`config.mk`:
```
export PLATFORM = sky130hd
export DESIGN_NAME = muldiv_unit
export DESIGN_NICKNAME = d
export VERILOG_FILES = /design/src/rtl/muldiv_unit.sv
export SDC_FILE = /design/constraint.sdc
export NUM_CORES = 1
export LEC_CHECK = 0
export CAP_MARGIN = 20
export CORE_ASPECT_RATIO = 0.8
export CORE_MARGIN = 1.5
export CORE_UTILIZATION = 33
export CTS_CLUSTER_SIZE = 14
export DETAILED_ROUTE_END_ITERATION = 10
export GPL_ROUTABILITY_DRIVEN = 0
export SLEW_MARGIN = 20
export SYNTH_ARGS = -nofsm -noshare
export SYNTH_HDL_FRONTEND = slang
export SYNTH_SLANG_ARGS = --single-unit
```
`constraint.sdc`:
```
create_clock -name clock -period 7 [get_ports clock]
set_input_delay 1.4 -clock clock [delete_from_list [all_inputs] [get_ports clock]]
set_output_delay 1.4 -clock clock [all_outputs]
set_load 0.05 [all_outputs]
```
`src/rtl/muldiv_unit.sv`:
```
// muldiv_unit
//   Iterative multiply/divide unit that owns the HI/LO register pair.
//   It executes MULTU/MULT (radix-2 shift-add) and DIVU/DIV (restoring
//   division on magnitudes), with one iteration per clock. It also accepts
//   mthi/mtlo writes while idle and always drives HI/LO for mfhi/mflo.
//
// Ports
//   clock, reset_n      rising-edge clock, asynchronous active-low reset
//   start, op, a, b     launch an operation (op: 00 MULTU, 01 MULT,
//                       10 DIVU, 11 DIV); sampled only while idle
//   hi_we, lo_we, wdata mthi/mtlo writes; honoured only while idle without start
//   busy                high while an operation is in flight
//   done                one-cycle pulse once HI/LO hold the new result
//   div_by_zero         pulses with done when a divide had b == 0
//   hi, lo              HI/LO registers
module muldiv_unit #(
  parameter int N = 32
) (
  input  logic         clock,
  input  logic         reset_n,
  input  logic         start,
  input  logic [1:0]   op,
  input  logic [N-1:0] a,
  input  logic [N-1:0] b,
  input  logic         hi_we,
  input  logic         lo_we,
  input  logic [N-1:0] wdata,
  output logic         busy,
  output logic         done,
  output logic         div_by_zero,
  output logic [N-1:0] hi,
  output logic [N-1:0] lo
);

  localparam int CW = $clog2(N) + 1;

  typedef enum logic [1:0] {IDLE, RUN, FIN} state_t;

  state_t          state, state_nxt;
  logic [CW-1:0]   count;
  logic            is_div;      // latched op[1]
  logic            sign_q;      // product / quotient must be negated
  logic            sign_r;      // remainder takes the dividend's sign
  logic            b_zero;      // divide with a zero divisor
  logic [N-1:0]    a_raw;       // original dividend, returned in HI on divide by zero
  logic [N-1:0]    opnd;        // multiplicand (mult) or divisor (div) magnitude
  logic [2*N-1:0]  acc;         // {partial product | remainder, multiplier | quotient}

  logic [N:0]      mul_sum;
  logic [2*N-1:0]  mul_next;
  logic [N:0]      div_trial;
  logic [2*N-1:0]  div_next;
  logic [2*N-1:0]  prod_fix;
  logic [N-1:0]    quo_fix;
  logic [N-1:0]    rem_fix;
  logic            sgn_op;

  // Two's-complement magnitude of v when the operation is signed.
  function automatic logic [N-1:0] mag(input logic [N-1:0] v, input logic is_signed);
    logic signed [N-1:0] sv;
    sv = $signed(v);
    if (is_signed && sv < 0)
      return N'(-sv);
    return v;
  endfunction

  function automatic logic [N-1:0] neg_n(input logic [N-1:0] v, input logic neg);
    return neg ? N'(-$signed(v)) : v;
  endfunction

  function automatic logic [2*N-1:0] neg_2n(input logic [2*N-1:0] v, input logic neg);
    return neg ? (2*N)'(-$signed(v)) : v;
  endfunction

  assign busy   = (state != IDLE);
  assign sgn_op = op[0];

  // ---- FSM next state
  always_comb begin
    state_nxt = state;
    case (state)
      IDLE:    if (start) state_nxt = RUN;
      RUN:     if (count == CW'(N - 1)) state_nxt = FIN;
      FIN:     state_nxt = IDLE;
      default: state_nxt = IDLE;
    endcase
  end

  // ---- one iteration of each algorithm, and the final sign fix
  always_comb begin
    // shift-add: add the multiplicand into the upper half when the current
    // multiplier bit is set, then shift the whole accumulator right by one
    mul_sum   = {1'b0, acc[2*N-1:N]} + {1'b0, opnd};
    mul_next  = acc[0] ? {mul_sum, acc[N-1:1]} : {1'b0, acc[2*N-1:1]};
    // restoring divide: trial-subtract the divisor from the remainder with
    // the next dividend bit shifted in; keep the difference if non-negative
    div_trial = {acc[2*N-1:N], acc[N-1]} - {1'b0, opnd};
    div_next  = div_trial[N] ? {acc[2*N-2:0], 1'b0}
                             : {div_trial[N-1:0], acc[N-2:0], 1'b1};
    prod_fix  = neg_2n(acc, sign_q);
    quo_fix   = neg_n(acc[N-1:0], sign_q);
    rem_fix   = neg_n(acc[2*N-1:N], sign_r);
  end

  // ---- control
  always_ff @(posedge clock or negedge reset_n) begin
    if (!reset_n) begin
      state       <= IDLE;
      count       <= '0;
      done        <= 1'b0;
      div_by_zero <= 1'b0;
    end else begin
      state       <= state_nxt;
      done        <= (state == FIN);
      div_by_zero <= (state == FIN) && b_zero;
      if (state == IDLE)
        count <= '0;
      else if (state == RUN)
        count <= count + CW'(1);
    end
  end

  // ---- operand latch, iteration, result write-back
  always_ff @(posedge clock or negedge reset_n) begin
    if (!reset_n) begin
      is_div <= 1'b0;
      sign_q <= 1'b0;
      sign_r <= 1'b0;
      b_zero <= 1'b0;
      a_raw  <= '0;
      opnd   <= '0;
      acc    <= '0;
      hi     <= '0;
      lo     <= '0;
    end else begin
      case (state)
        IDLE: begin
          if (start) begin
            is_div <= op[1];
            sign_q <= sgn_op & (a[N-1] ^ b[N-1]);
            sign_r <= sgn_op & a[N-1];
            b_zero <= op[1] & (b == '0);
            a_raw  <= a;
            if (op[1]) begin
              opnd <= mag(b, sgn_op);
              acc  <= {{N{1'b0}}, mag(a, sgn_op)};
            end else begin
              opnd <= mag(a, sgn_op);
              acc  <= {{N{1'b0}}, mag(b, sgn_op)};
            end
          end else begin
            // start takes priority; mt writes in the same cycle are dropped
            if (hi_we) hi <= wdata;
            if (lo_we) lo <= wdata;
          end
        end
        RUN: acc <= is_div ? div_next : mul_next;
        FIN: begin
          if (!is_div) begin
            hi <= prod_fix[2*N-1:N];
            lo <= prod_fix[N-1:0];
          end else if (b_zero) begin
            hi <= a_raw;
            lo <= '1;
          end else begin
            hi <= rem_fix;
            lo <= quo_fix;
          end
        end
        default: ;
      endcase
    end
  end

endmodule
```
==> results.json, run 1 <==
{
  "status": "finished clean",
  "min_path_type": "reg -> reg",
  "crit_type": "reg -> reg",
  "antenna_found_initial": 4,
  "crit_slowest_cell": "and2_1",
  "timing.rr.start": "acc[31]",
  "drt-wirelength-per-cell_um": 23.7,
  "grt_pass1_vias": 16500,
  "routed_wl_um": 70800,
  "start_util_pct": 33.3,
  "die_w_um": 260,
  "yosysWarningCount": 0,
  "fill_cells": 5312,
  "path_delay_family": "simple AND/OR/NAND/NOR gates",
  "synth-simple-area-share_pct": 19.3,
  "worst_slew_pin_slew_ns": 1.13,
  "synth_cell_types": 79,
  "final_common_cell": "nand2_1",
  "vias": 17800,
  "path_buf_inv": 2,
  "crit_path_cell_trace": "inv_1 -> ha_1 -> fa_1 -> nand2b_1 -> a21oi_1 -> a21oi_1 -> o211a_1 -> nor3b_1 -> or3_1 -> and2_1 -> buf_4 -> mux2_2 -> o221a_2",
  "critPathLaunchType": "register",
  "design.core.area_um2": 52300,
  "io_buffers": 169,
  "relSlewSlack_pct": 23.9,
  "drc": 0,
  "worst_ir_drop_vdd_mv": 0.197,
  "hold_depth": 2,
  "finalCriticalPeriod_ns": 4.78,
  "synth-xor-area-share_pct": 9.66,
  "crit_arrival_ns": 5.23,
  "io_pins": 170,
  "cts.hold.buffers_added": 0,
  "worstRegToRegCells": 13,
  "drv_slew": 0,
  "cts_buffer_depth": 3,
  "final_cell_mix": "311 x nand2_1, 203 x dfrtp_1, 199 x o21ai_0",
  "overflow": 0,
  "cap_violations": 0,
  "synth_mux_area_share_pct": 5.07,
  "fmax_mhz": 209,
  "die_h_um": 208,
  "cts.clk_slew.worst_paths_ns": 0.07,
  "cts_sinks": 206,
  "cp.required_ns": 7.46,
  "r2r_slack_ns": 2.22,
  "critical_path_peak_fanout": 19,
  "rows": 75,
  "syn-cell-area_um2": 17400,
  "cts.root.buffer_cell": "clkbuf_16",
  "htree_levels": 1,
  "synth_edf_count": 0,
  "power_w": 0.0102,
  "hold_viol": 0,
  "dr.pass1.iters": 7,
  "drive_above_1_share_pct": 4.80,
  "cts_tree": "built",
  "rsz0062_at_grt": "no",
  "hold_end": "a_raw[18]",
  "fp.dieArea_um2": 54200,
  "synth_compound_area_share_pct": 25.9,
  "fin_crit_sh_pct": 68.2,
  "ys_seq_elements": 206,
  "nets": 2446,
  "setup_violations": 0,
  "viasPerCell": 5.98,
  "ys_async_sr_fraction_pct": 100,
  "numCtsBuffers": 24,
  "post_cts_buffers": 0,
  "synthFlopType": "dfrtp_1",
  "setup_tns_ns": 0,
  "netlist_instances": 2231,
  "synthAdderAreaFrac_pct": 5.19,
  "yosysSeqAreaShare_pct": 29.6,
  "crit_path_end_kind": "register",
  "diodes": 0,
  "worstHoldStart": "a_raw[18]",
  "slowest_delay_ns": 0.68,
  "syn_to_final_growth_pct": 16.9,
  "leakage_nw": 8.22,
  "final_cells": 2983,
  "skew_ns": 0.0274,
  "dp_hpwl_um": 54100,
  "grt_pass1_wl_um": 107000,
  "grt_max_degree": 108,
  "cpMostUsedCell": "a21oi_1",
  "ctsResizeCount": 0,
  "r2r-end": "acc[53]",
  "powerDensity_nw_per_um2": 500,
  "avgSynthCellArea_um2": 7.80,
  "gr-usage-all-layers_pct": 25.7,
  "drtIter0Drc": 2154,
  "synth_top_family_by_area": "compound AO/OA/AOI/OAI gates",
  "synth_fp_nets": 2405,
  "utilization_pct": 39.0,
  "dpl.cell_count": 2939,
  "clkLatencyLatePin_ns": 0.57,
  "antenna_left": 0
}
==> power by group <==
group | internal [W] | leakage (nW) | switching [W]
Clock | 0.000861 | 0.425 | 0.000586
Sequential | 0.00164 | 2.46 | 0.000985
Combinational | 0.00245 | 5.34 | 0.00365
==> per-layer routing <==
layer	global-route usage, %	wire length, µm	vias to the layer above
met5	0	39	-
met2	36.4	28700	988
li1	-	-	8126
met1	37.7	31300	8567
met3	7.74	8810	141
met4	6.30	1980	6
==> metrics by stage <==
stage	hold WS, ns	instance area, µm²	worst slack, ns
after floorplan	0.440	17400	3.41
after global placement	0.465	19500	2.07
after detailed placement	0.466	19500	1.98
after CTS	0.482	20400	2.34
after global routing	0.514	20400	2.01
final	0.479	20400	2.22
==> logic make-up after synthesis <==
| family | Yosys count |
|---|---|
| AO/OA/AOI/OAI | 718 |
| AND/OR/NAND/NOR | 716 |
| buffers and inverters | 241 |
| flip-flops | 206 |
| XOR/XNOR | 192 |
| multiplexers | 87 |
| adder cells (fa/ha/maj) | 71 |
==> synthesized netlist by cell type, drive strengths merged (45+ instances only) <==
| cell | number | share of area [%] |
|---|---|---|
| o211ai | 45 | 1.9 |
| a21oi | 181 | 5.2 |
| dfrtp | 206 | 30 |
| nand2 | 314 | 6.8 |
| xnor2 | 116 | 5.8 |
| nor2 | 143 | 3.1 |
| o21ai | 206 | 5.9 |
| a211oi | 46 | 2.0 |
| xor2 | 76 | 3.8 |
| ha | 69 | 5.0 |
| mux2i | 77 | 4.4 |
| clkbuf | 137 | 3.0 |
| nand3 | 48 | 1.4 |
| inv | 66 | 1.4 |
==> flip-flops by register name, summed over array words and instances, names as in the netlist <==
signal	cells
div_by_zero	1
opnd	32
state	2
count	6
hi	32
acc	64
is_div	1
sign_q	1
sign_r	1
a_raw	32
b_zero	1
lo	32
done	1
==> worst reg2reg max path, delay by kind of cell, from the launching register on <==
kind | cells | cell delay [ns]
muxes | 1 | 0.37
DFF | 1 | 0.53
adders and majority gates | 2 | 0.61
AOI/OAI and AO/OA | 4 | 1.08
buffers and inverters | 2 | 0.56
and+or+nand+nor | 4 | 1.53
==> area by class of cell <==
class | count | area, µm² | share of cell area (%)
clock buffers | 28 | 657 | 3.23
flip-flops and latches | 206 | 5160 | 25.3
clock inverters | 16 | 225 | 1.11
well taps | 693 | 867 | 4.26
inverters | 67 | 251 | 1.24
repair buffers | 189 | 1840 | 9.05
multi-input cells | 1784 | 11400 | 55.8
==> worst max path at each step <==
stage	start	endpoint	slack [ns]	depth (start not counted)
final	acc[31]	acc[53]	2.22	13
after global routing	acc[31]	acc[53]	2.01	13
after CTS	acc[31]	acc[53]	2.34	13
after detailed placement	a[4]	acc[29]	1.98	10
after global placement	a[4]	acc[29]	2.07	10
after floorplan	a[9]	opnd[28]	3.41	9
No activity file was read; power rests on OpenSTA's default activity.
==> run 2, diff against run 1 <==
==> constraint.sdc (replaced) <==
create_clock -name clock -period 4.2 [get_ports clock]
set_input_delay 0.84 -clock clock [delete_from_list [all_inputs] [get_ports clock]]
set_output_delay 0.84 -clock clock [all_outputs]
set_load 0.05 [all_outputs]
==> results.json, run 2 (synthesis results as in run 1) <==
{
  "cts.clk_slew.worst_paths_ns": 0.06,
  "viasPerCell": 5.98,
  "cts.hold.buffers_added": 0,
  "drc": 0,
  "crit_type": "reg -> reg",
  "post_cts_buffers": 0,
  "grt_max_degree": 91,
  "drt-wirelength-per-cell_um": 23.4,
  "finalCriticalPeriod_ns": 3.79,
  "cp.required_ns": 4.61,
  "drive_above_1_share_pct": 7.34,
  "clkLatencyLatePin_ns": 0.57,
  "fill_cells": 5279,
  "critical_path_peak_fanout": 12,
  "dp_hpwl_um": 55200,
  "fp.dieArea_um2": 54200,
  "fin_crit_sh_pct": 90.3,
  "die_w_um": 260,
  "path_buf_inv": 0,
  "die_h_um": 208,
  "setup_violations": 0,
  "rows": 75,
  "io_pins": 170,
  "antenna_left": 0,
  "crit_slowest_cell": "dfrtp_1",
  "numCtsBuffers": 25,
  "worst_slew_pin_slew_ns": 1.09,
  "fmax_mhz": 264,
  "start_util_pct": 33.3,
  "skew_ns": 0.0379,
  "cts_buffer_depth": 3,
  "min_path_type": "in -> async",
  "setup_tns_ns": 0,
  "vias": 18300,
  "ctsResizeCount": 0,
  "utilization_pct": 39.7,
  "grt_pass1_vias": 16900,
  "diodes": 0,
  "drtIter0Drc": 2403,
  "worst_ir_drop_vdd_mv": 0.354,
  "routed_wl_um": 71400,
  "htree_levels": 1,
  "dr.pass1.iters": 8,
  "path_delay_family": "simple AND/OR/NAND/NOR gates",
  "slowest_delay_ns": 0.69,
  "hold_viol": 0,
  "leakage_nw": 8.52,
  "design.core.area_um2": 52300,
  "largest_reg_flops": 64,
  "powerDensity_nw_per_um2": 818,
  "grt_pass1_wl_um": 108000,
  "cts.root.buffer_cell": "clkbuf_16",
  "relSlewSlack_pct": 27.6,
  "nets": 2513,
  "crit_path_cell_trace": "ha_1 -> nand3_1 -> o22ai_1 -> nor2_1 -> a311oi_1 -> or4_1 -> and3b_1 -> or4_1 -> a31oi_1 -> a31oi_1",
  "status": "finished clean",
  "regMostFlops": "acc",
  "overflow": 0,
  "final_common_cell": "nand2_1",
  "final_cell_mix": "311 x nand2_1, 203 x dfrtp_1, 199 x o21ai_0",
  "crit_arrival_ns": 4.20,
  "gr-usage-all-layers_pct": 25.9,
  "io_buffers": 169,
  "antenna_found_initial": 3,
  "crit_path_end_kind": "register",
  "cap_violations": 0,
  "syn_to_final_growth_pct": 19.3,
  "rsz0062_at_grt": "no",
  "cts_tree": "built",
  "critPathLaunchType": "register",
  "cts_sinks": 206,
  "drv_slew": 0
}
## run 2: cell type report
| cell class | instances | area (µm²) | share of cell area, % |
|---|---|---|---|
| tap | 693 | 867 | 4.18 |
| clock inverter | 10 | 57.6 | 0.277 |
| sequential | 206 | 5160 | 24.9 |
| clock buffer | 35 | 713 | 3.43 |
| timing repair buffer | 255 | 2360 | 11.4 |
| multi-input combinational | 1784 | 11400 | 54.7 |
| inverter | 67 | 251 | 1.21 |
## run 2: worst register-to-register path, delay by kind of cell, from the launching register on
family,cells,cell delay (ns)
AO/OA/AOI/OAI,4,0.82
adder cells (fa/ha/maj),1,0.39
flip-flops,1,0.69
AND/OR/NAND/NOR,5,1.73
## run 2: path summary, 6_finish.rpt
path | start | endpoint | slack (ns) | cells after the start
max | acc[37] | acc[63] | 0.41 | 10
min | reset_n | a_raw[10] | 0.27 | 1
max reg2reg | acc[37] | acc[63] | 0.41 | 10
min reg2reg | a_raw[12] | a_raw[12] | 0.48 | 2
max in group asynchronous | reset_n | b_zero | 2.99 | 2
min in group clock | a_raw[12] | a_raw[12] | 0.48 | 2
## run 2: layer usage
layer / global-route usage [%] / routed length (µm) / up-vias
met5: 0 / 28 / -
met4: 7.18 / 2350 / 4
met3: 8.69 / 9340 / 147
met2: 35.8 / 28400 / 1047
met1: 37.8 / 31300 / 8794
li1: - / - / 8258
## run 2: power breakdown
group | internal [W] | switching (W) | total (W)
logic | 0.00436 | 0.00653 | 0.0109
registers | 0.00274 | 0.00122 | 0.00396
clock network | 0.00118 | 0.000945 | 0.00213
## run 2: per-stage QoR
| stage | cells | worst slack (ns) | area, µm² | hold slack (ns) | total power [W] |
|---|---|---|---|---|---|
| global route | 3050 | 0.213 | 20800 | 0.314 | 0.0180 |
| global placement | 3005 | 0.144 | 20000 | 0.465 | 0.0143 |
| floorplan | 2231 | 0.795 | 17400 | 0.440 | 0.0111 |
| detailed placement | 3005 | 0.188 | 20000 | 0.466 | 0.0145 |
| finish | 3050 | 0.409 | 20800 | 0.269 | 0.0170 |
| CTS | 3050 | 0.550 | 20800 | 0.290 | 0.0167 |
